### src/rtl/compuertas_pkg.sv
// compuertas_pkg: shared op codes, FSM state type and widths for the
// compuertas_sweep gate block.
package compuertas_pkg;

  localparam int unsigned OP_W = 3;

  localparam logic [OP_W-1:0] OP_AND3 = 3'd0;
  localparam logic [OP_W-1:0] OP_OR3  = 3'd1;
  localparam logic [OP_W-1:0] OP_XOR3 = 3'd2;
  localparam logic [OP_W-1:0] OP_NAND3 = 3'd3;
  localparam logic [OP_W-1:0] OP_NOR3 = 3'd4;
  localparam logic [OP_W-1:0] OP_XNOR3 = 3'd5;
  localparam logic [OP_W-1:0] OP_MAJ  = 3'd6;
  localparam logic [OP_W-1:0] OP_MUX  = 3'd7;

  typedef enum logic [1:0] {
    ST_IDLE  = 2'd0,
    ST_SWEEP = 2'd1,
    ST_DRAIN = 2'd2
  } state_t;

endpackage

### src/rtl/gate_eval.sv
// gate_eval: combinational bit-wise three-input function evaluator.
module gate_eval
  import compuertas_pkg::*;
#(
  parameter int unsigned WIDTH = 4
) (
  input  logic [OP_W-1:0]  op_i,
  input  logic [WIDTH-1:0] a_i,
  input  logic [WIDTH-1:0] b_i,
  input  logic [WIDTH-1:0] c_i,
  output logic [WIDTH-1:0] y_o
);

  // Select one of the eight lane-wise functions
  always_comb begin
    y_o = '0;
    case (op_i)
      OP_AND3:  y_o = a_i & b_i & c_i;
      OP_OR3:   y_o = a_i | b_i | c_i;
      OP_XOR3:  y_o = a_i ^ b_i ^ c_i;
      OP_NAND3: y_o = ~(a_i & b_i & c_i);
      OP_NOR3:  y_o = ~(a_i | b_i | c_i);
      OP_XNOR3: y_o = ~(a_i ^ b_i ^ c_i);
      OP_MAJ:   y_o = (a_i & b_i) | (a_i & c_i) | (b_i & c_i);
      OP_MUX:   y_o = (c_i & b_i) | (~c_i & a_i);
      default:  y_o = '0;
    endcase
  end

endmodule

### src/rtl/compuertas_sweep.sv
// compuertas_sweep: registered dual three-input gate block with an optional
// truth-table sweep engine (enabled by defining COMPUERTAS_SWEEP_EN).
module compuertas_sweep
  import compuertas_pkg::*;
#(
  parameter int unsigned WIDTH = 4
) (
  input  logic             clk,
  input  logic             rst,
  input  logic [WIDTH-1:0] A,
  input  logic [WIDTH-1:0] B,
  input  logic [WIDTH-1:0] C,
  input  logic [OP_W-1:0]  op1,
  input  logic [OP_W-1:0]  op2,
  input  logic             in_valid,
  input  logic             sweep_start,
  output logic [WIDTH-1:0] S1,
  output logic [WIDTH-1:0] S2,
  output logic             out_valid,
  output logic [2:0]       sweep_idx,
  output logic             sweep_busy,
  output logic             sweep_done
);

  logic [WIDTH-1:0] a_m, b_m, c_m;
  logic [OP_W-1:0]  op1_m, op2_m;
  logic [WIDTH-1:0] s1_d, s2_d;
  logic [WIDTH-1:0] s1_q, s2_q;
  logic             out_valid_q;

  gate_eval #(.WIDTH(WIDTH)) u_eval1 (
    .op_i (op1_m),
    .a_i  (a_m),
    .b_i  (b_m),
    .c_i  (c_m),
    .y_o  (s1_d)
  );

  gate_eval #(.WIDTH(WIDTH)) u_eval2 (
    .op_i (op2_m),
    .a_i  (a_m),
    .b_i  (b_m),
    .c_i  (c_m),
    .y_o  (s2_d)
  );

`ifdef COMPUERTAS_SWEEP_EN

  state_t          state_q;
  logic [2:0]      cnt_q;
  logic [OP_W-1:0] op1_q, op2_q;
  logic [2:0]      sweep_idx_q;
  logic            sweep_busy_q;
  logic            sweep_done_q;

  // Operand mux: sweep counter bits replicated across lanes while sweeping
  always_comb begin
    a_m   = A;
    b_m   = B;
    c_m   = C;
    op1_m = op1;
    op2_m = op2;
    if (state_q == ST_SWEEP) begin
      a_m   = {WIDTH{cnt_q[2]}};
      b_m   = {WIDTH{cnt_q[1]}};
      c_m   = {WIDTH{cnt_q[0]}};
      op1_m = op1_q;
      op2_m = op2_q;
    end
  end

  // Sweep FSM with registered results and status outputs
  always_ff @(posedge clk) begin
    if (rst) begin
      state_q      <= ST_IDLE;
      cnt_q        <= '0;
      op1_q        <= '0;
      op2_q        <= '0;
      s1_q         <= '0;
      s2_q         <= '0;
      out_valid_q  <= 1'b0;
      sweep_idx_q  <= '0;
      sweep_busy_q <= 1'b0;
      sweep_done_q <= 1'b0;
    end else begin
      case (state_q)
        ST_IDLE: begin
          out_valid_q  <= in_valid;
          sweep_idx_q  <= '0;
          sweep_done_q <= 1'b0;
          if (in_valid) begin
            s1_q <= s1_d;
            s2_q <= s2_d;
          end
          if (sweep_start) begin
            state_q      <= ST_SWEEP;
            cnt_q        <= '0;
            op1_q        <= op1;
            op2_q        <= op2;
            sweep_busy_q <= 1'b1;
          end
        end
        ST_SWEEP: begin
          s1_q        <= s1_d;
          s2_q        <= s2_d;
          out_valid_q <= 1'b1;
          sweep_idx_q <= cnt_q;
          cnt_q       <= cnt_q + 3'd1;
          if (cnt_q == 3'd7) begin
            state_q      <= ST_DRAIN;
            sweep_done_q <= 1'b1;
          end
        end
        ST_DRAIN: begin
          state_q      <= ST_IDLE;
          out_valid_q  <= 1'b0;
          sweep_idx_q  <= '0;
          sweep_done_q <= 1'b0;
          sweep_busy_q <= 1'b0;
        end
        default: begin
          state_q      <= ST_IDLE;
          out_valid_q  <= 1'b0;
          sweep_idx_q  <= '0;
          sweep_done_q <= 1'b0;
          sweep_busy_q <= 1'b0;
        end
      endcase
    end
  end

  assign sweep_idx  = sweep_idx_q;
  assign sweep_busy = sweep_busy_q;
  assign sweep_done = sweep_done_q;

`else

  logic unused_sweep_start;
  assign unused_sweep_start = sweep_start;

  // Direct operands only; no sweep engine in this build
  always_comb begin
    a_m   = A;
    b_m   = B;
    c_m   = C;
    op1_m = op1;
    op2_m = op2;
  end

  // Result registers: capture on every operand strobe
  always_ff @(posedge clk) begin
    if (rst) begin
      s1_q        <= '0;
      s2_q        <= '0;
      out_valid_q <= 1'b0;
    end else begin
      out_valid_q <= in_valid;
      if (in_valid) begin
        s1_q <= s1_d;
        s2_q <= s2_d;
      end
    end
  end

  assign sweep_idx  = '0;
  assign sweep_busy = 1'b0;
  assign sweep_done = 1'b0;

`endif

  assign S1        = s1_q;
  assign S2        = s2_q;
  assign out_valid = out_valid_q;

endmodule

### config.mk
export PLATFORM = sky130hd
export DESIGN_NAME = compuertas_sweep
export DESIGN_NICKNAME = d
export VERILOG_FILES = /design/src/rtl/compuertas_pkg.sv /design/src/rtl/gate_eval.sv /design/src/rtl/compuertas_sweep.sv
export SDC_FILE = /design/constraint.sdc
export NUM_CORES = 1
export LEC_CHECK = 0
export BUFFER_PORTS_ARGS = -buffer_cell sky130_fd_sc_hd__buf_2
export CAP_MARGIN = 20
export CORE_ASPECT_RATIO = 1.2
export CORE_UTILIZATION = 56
export CTS_CLUSTER_DIAMETER = 100
export CTS_CLUSTER_SIZE = 25
export DETAILED_ROUTE_END_ITERATION = 10
export PLACE_DENSITY_LB_ADDON = 0.05
export SETUP_SLACK_MARGIN = 0.1
export SYNTH_ARGS = -nofsm -noshare
export SYNTH_HDL_FRONTEND = slang
export SYNTH_SLANG_ARGS = --single-unit
### constraint.sdc
create_clock -name clk -period 2.98 [get_ports clk]
set_input_delay 0.745 -clock clk [delete_from_list [all_inputs] [get_ports clk]]
set_output_delay 0.745 -clock clk [all_outputs]
set_load 0.02 [all_outputs]
---- Word-level counts from Yosys, hierarchy flattened ----
Index checks and enable logic that the tools add are counted.
storage, ports and cells
  register bits after elaboration ......... 9
  bits of input ports ..................... 22
  output and inout bits ................... 14
  word-level logic and storage cells ...... 37
cells by class
  eq/ne operators ......................... 14
  mux-type cells .......................... 2
  bitwise operators ....................... 16
  reductions and logical operators ........ 2
operator list
  kind                number
  $pmux 4 s8          2
  $eq 3x3->1 const B  8
  $and 4x4->4         5
  $or 4x4->4          5
  $not 4->4           4
  $eq 3x2->1 const B  4
  $xor 4x4->4         2
  $eq 3x1->1 const B  2
  $logic_not 3->1     2

---- Depth between registers and ports, before layout ----
  depth after elaboration ................. 4
  gate-level depth with buffers ........... 7
  depth with buffers taken out ............ 7

---- Hierarchy ----
A second synthesis with hierarchy kept.
second synthesis, totals
  cells, all modules ...................... 198
  area, all modules ....................... 1,488.9 sq um
modules (own cells, without submodules)
  module                times used  cells an instance  area each (sq um)  sequential area each (sq um)
  gate_eval at u_eval1  1           80                 578.1              0.0
  gate_eval at u_eval2  1           84                 556.8              0.0
  compuertas_sweep      1           34                 354.1              180.2

---- Worst setup path after synthesis ----
Ideal clock, no wire load.
  path type ............................... input -> register
  start point ............................. input port A[2]
  end point ............................... register s1_q[2], in the netlist S1[2]
  setup time .............................. 117 ps
  arrival time ............................ 2,051 ps
  required time ........................... 2,863 ps
  setup slack ............................. 812 ps
  cell stages on the path ................. 5
  buffers on the path ..................... 0
  cells stage by stage .................... fa_1 nor2b_4 o41ai_1 o41ai_1 a32o_1
on the way
  cells in the longest elaborated chain, start to end .. 4
  elaborated cells between the ends (all ways) .. 15
  those cells by class .................... mux: 1; bitwise: 14
RTL lines
  what                                              line                                               source
  from (decl)                                       compuertas_sweep.sv:10                             input logic [WIDTH-1:0] A,
  $and 4x4->4 (tied with other cells)               gate_eval.sv:18, gate_eval.sv:21, gate_eval.sv:24
  $or 4x4->4 (tied with other cells) (2 in series)  gate_eval.sv:24                                    OP_MAJ: y_o = (a_i & b_i) | (a_i & c_i) | (b_i & c_i);
  $pmux 4 s8 *                                      gate_eval.sv:17                                    case (op_i)
  to (signal assigned)                              compuertas_sweep.sv:153                            s1_q <= '0;
  to (signal assigned)                              compuertas_sweep.sv:159                            s1_q <= s1_d;
  to (decl)                                         compuertas_sweep.sv:28                             logic [WIDTH-1:0] s1_q, s2_q;
Mark *: on every way between the ends. The rest lies on a longest branch, timed or not.
A chain may end at the register's enable or synchronous reset.

---- Worst setup path after layout ----
  start point ............................. input port C[2]
  end point ............................... register s1_q[2], in the netlist S1[2]
on the way
  cells in the longest elaborated chain, start to end .. 4
  elaborated cells between the ends (all ways) .. 14
  those cells by class .................... mux: 1; bitwise: 13
RTL lines
  what                                       line                              source
  from (decl)                                compuertas_sweep.sv:12            input logic [WIDTH-1:0] C,
  $and 4x4->4 or $not 4->4 (tied branches)   gate_eval.sv:24, gate_eval.sv:25
  $or 4x4->4 or $and 4x4->4 (tied branches)  gate_eval.sv:24, gate_eval.sv:25
  $or 4x4->4, on equally long branches       gate_eval.sv:24, gate_eval.sv:25
  $pmux 4 s8 *                               gate_eval.sv:17
Marks and branches as above.

==> metrics.md <==
| Metric | Value |
|---|---|
| Run status | `complete, no violations` |
| Total wire length after detailed routing | `~2500 um` |
| Reg2reg start | `S1[3]` |
| Library cell occupying the most area in the post-synthesis netlist | `dfxtp_1` |
| Weighted congestion at the end of routability-driven global placement | `about 0.8` |
| # IOs | `36` |
| Number of enable-type register cells in the synthesized netlist | `0` |
| Final net count | `between 200 and 250` |
| Final routed wire length divided by cell count | `11.8 um` |
| Async SR Flop Fraction | `0%` |
| IO Port Bufs | `29` |
| Hold worst-path end | `S2[1]` |
| Synth-to-layout area growth | `8.99%` |
| First-pass GRT wire length | `4260 um` |
| Clock buffer count from CTS | `3` |
| Sink Count | `9` |
| Min Clock Period, post-route | `approximately 2200 ps` |
| Die area | `approximately 2400 sq um` |
| Class of the tightest hold or removal check | `reg2reg` |
| Mux share of post-synthesis cell area | `9.80%` |
| Peak fanout along the critical path | `11` |
| Number of global-route vias before repair | `~1,000` |
| Data arrival time of the worst path | `2360 ps` |
| Post-placement cell count | `between 200 and 250` |
| Nature of the critical path startpoint | `input pin` |
| FMAX | `approximately 450 MHz` |
| Number of max-slew violations in the final report | `0` |
| Leakage | `between 0.6 and 0.7 nW` |
| Post-DP HPWL | `~1900 um` |
| Post-synthesis average cell area | `approximately 7.6 sq um` |
| Die H | `between 50 and 60 um` |
| Maximum number of pins on one net before global-route repair | `26` |
| Initial core utilization | `between 50 and 60%` |
| # DRC | `0` |
| Drt initial violations | `29` |
| Via density per instance | `between 5 and 6` |
| Total track usage | `23.2%` |
| Main combinational cell family by area after synthesis | `compound AO/OA/AOI/OAI gates` |
| Post-synthesis share of cell area spent on xor and xnor gates | `0%` |
| Buffering stage count on the worst path with inverters included | `1` |
| Number of cell instances on the worst register-to-register path | `2` |
| Syn Inst Count | `about 160` |
| Cell-by-cell trace of the critical path | `buf_2 > fa_1 > nor2b_4 > o41ai_1 > o41ai_1 > a32o_1` |
| Post-route antenna net violation count | `0` |
| Maximum level of the CTS H-tree | `1` |
| CTS Hold Buffers Added | `0` |
| Synth top area share | `14.5%` |
| Sum of negative setup slack | `0 ps` |
| Largest cells by area after synthesis | `dfxtp_1 (15%), mux2i_1 (8.9%), ha_1 (8.1%)` |
| GR Overflow Total | `0` |
| Unrepaired setup endpoints after global routing | `no` |
| Non-filler cells in the finished layout | `between 200 and 250` |
| Number of hold-slack violations in the final timing report | `0` |
| Critical path's largest stage delay | `about 490 ps` |
| Count of unique library cells instantiated by Yosys | `42` |
| Tcrit/Tclk final | `74.3%` |
| Total of endpoints with negative setup slack in the final report | `0` |
| Kind of end point of the critical path | `flop` |
| TritonCTS clock tree | `done` |
| Number of storage elements in the synthesis netlist | `9` |
| Clk Tree Root Cell | `clkbuf_4` |
| Clock tree skew after final layout | `0 ps` |
| Adder-cell area share of the yosys netlist | `~15%` |
| Core region area | `between 2000 and 2500 sq um` |
| Largest delay contributor family on the critical path | `compound AO/OA/AOI/OAI gates` |
| Combined area of all synthesized cells | `~1200 sq um` |
| Cell type of the slowest stage on the worst timing path | `fa_1` |
| 1st-pass router iterations | `5` |
| Area fraction in compound gates after synthesis | `between 20% and 30%` |
| Internal reg-to-reg setup slack | `between 2000 and 2500 ps` |
| Instance count along the most critical hold path | `2` |
| Share of final-layout standard cells stronger than drive strength 1 | `between 20% and 30%` |
| Detailed-route via count | `~1,200` |
| Total of cells resized after clock tree synthesis | `0` |
| CTS max path bufs | `2` |
| Worst reg2reg endpoint | `S1[3]` |
| Top post-synthesis cells by count | `nand2_1 (17), o21ai_0 (17), a21oi_1 (13)` |
| Number of placement rows | `18` |
| CP Class | `in2reg` |
| Share of synthesized cell area in and, or, nand and nor gates | `between 20% and 30%` |
| Start point of the worst hold path | `S2[1]` |
| Sequential share of the synthesized area | `roughly 15%` |
| Postcts setup bufs | `0` |
| Synth warnings | `0` |
| Chip Width | `about 45 um` |
| Initial antenna violation count | `0` |
| Worst-Skew Late Latency | `250 ps` |
| MaxCap Viol Count | `0` |
| Filler cell count | `around 200` |
| Required @ worst endpoint | `3130 ps` |
| Pwr dens | `slightly below 300 nW/um^2` |
| Inserted Diodes | `0` |
| Worst vdd rail ir drop | `~0.15 mV` |
| CTS clock-pin slew for the worst setup and hold paths | `60 ps` |
| Cell repeated most along the worst path | `o41ai_1` |
| Top_reg_cell synth | `dfxtp_1` |
-- layer usage --
| metal | up-vias | global-route usage [%] | wire length, um |
|---|---|---|---|
| met5 | - | 0 | 0 |
| met4 | 0 | 9.09 | 15 |
| met3 | 2 | 1.02 | 74 |
| met2 | 27 | 37.4 | 1150 |
| met1 | 525 | 31.9 | 1300 |
| li1 | 622 | - | - |
-- flip-flops by register name, indices dropped and copies added, names as in the netlist --
signal / count
S1: 4
S2: 4
out_valid: 1
-- worst max path at each step --
stage | endpoint | start | slack, ps | cells past startpoint
6_report | S1[2] | C[2] | 770 | 6
5_1_grt | S1[2] | C[2] | 690 | 6
4_1_cts | S1[2] | C[2] | 790 | 6
3_5_place_dp | S1[2] | C[2] | 510 | 6
3_3_place_gp | S1[2] | C[2] | 510 | 6
2_1_floorplan | S1[2] | A[2] | 810 | 5
-- report_power, final --
| group | internal (mW) | leakage [nW] | switching (mW) |
|---|---|---|---|
| Clock | 0.0513 | 0.0150 | 0.0386 |
| Combinational | 0.0688 | 0.522 | 0.106 |
| Sequential | 0.131 | 0.0745 | 0.00406 |
-- placed cells by master, fill, tap and decap left out, types with 5 or more instances in the layout --
cell     count
buf_2       29
o21ai_0     17
nand2_1     17
a21oi_1     13
inv_1       11
mux2i_1     11
nor2_1      11
dfxtp_1      9
ha_1         8
conb_1       5
-- metrics by stage --
| step | setup slack, ps | hold slack (ps) | utilization (%) | power, mW | instance area, sq um |
|---|---|---|---|---|---|
| finish | 767 | 445 | 65.2 | 0.400 | 1350 |
| detailed placement | 512 | 442 | 63.9 | 0.311 | 1320 |
| global route | 686 | 476 | 65.2 | 0.432 | 1350 |
| CTS | 795 | 450 | 65.2 | 0.404 | 1350 |
| global placement | 511 | 426 | 63.9 | 0.305 | 1320 |
| floorplan | 812 | 515 | - | 0.269 | 1250 |
-- worst min-delay path, cell delays in order, from the launching register on --
cell     delay (ps)
dfxtp_1         310
nand2_1          50
o21ai_1          50
-- final cells by class --
cell class	instances	area, sq um	share of cell area [%]
sequential	9	180	13.3
inverter	11	41.3	3.06
timing repair buffer	29	145	10.8
tap	30	37.5	2.78
multi-input combinational	132	920	68.1
clock buffer	4	26.3	1.95
-- kinds of logic (layout without fill, tap and decap cells) --
family,count (synthesis),count (layout)
other,1,5
multiplexers,12,12
flip-flops,9,9
AND/OR/NAND/NOR,54,54
adder cells (fa/ha/maj),12,12
AO/OA/AOI/OAI,49,49
buffers and inverters,27,44
(Power assumes the default switching activity.)
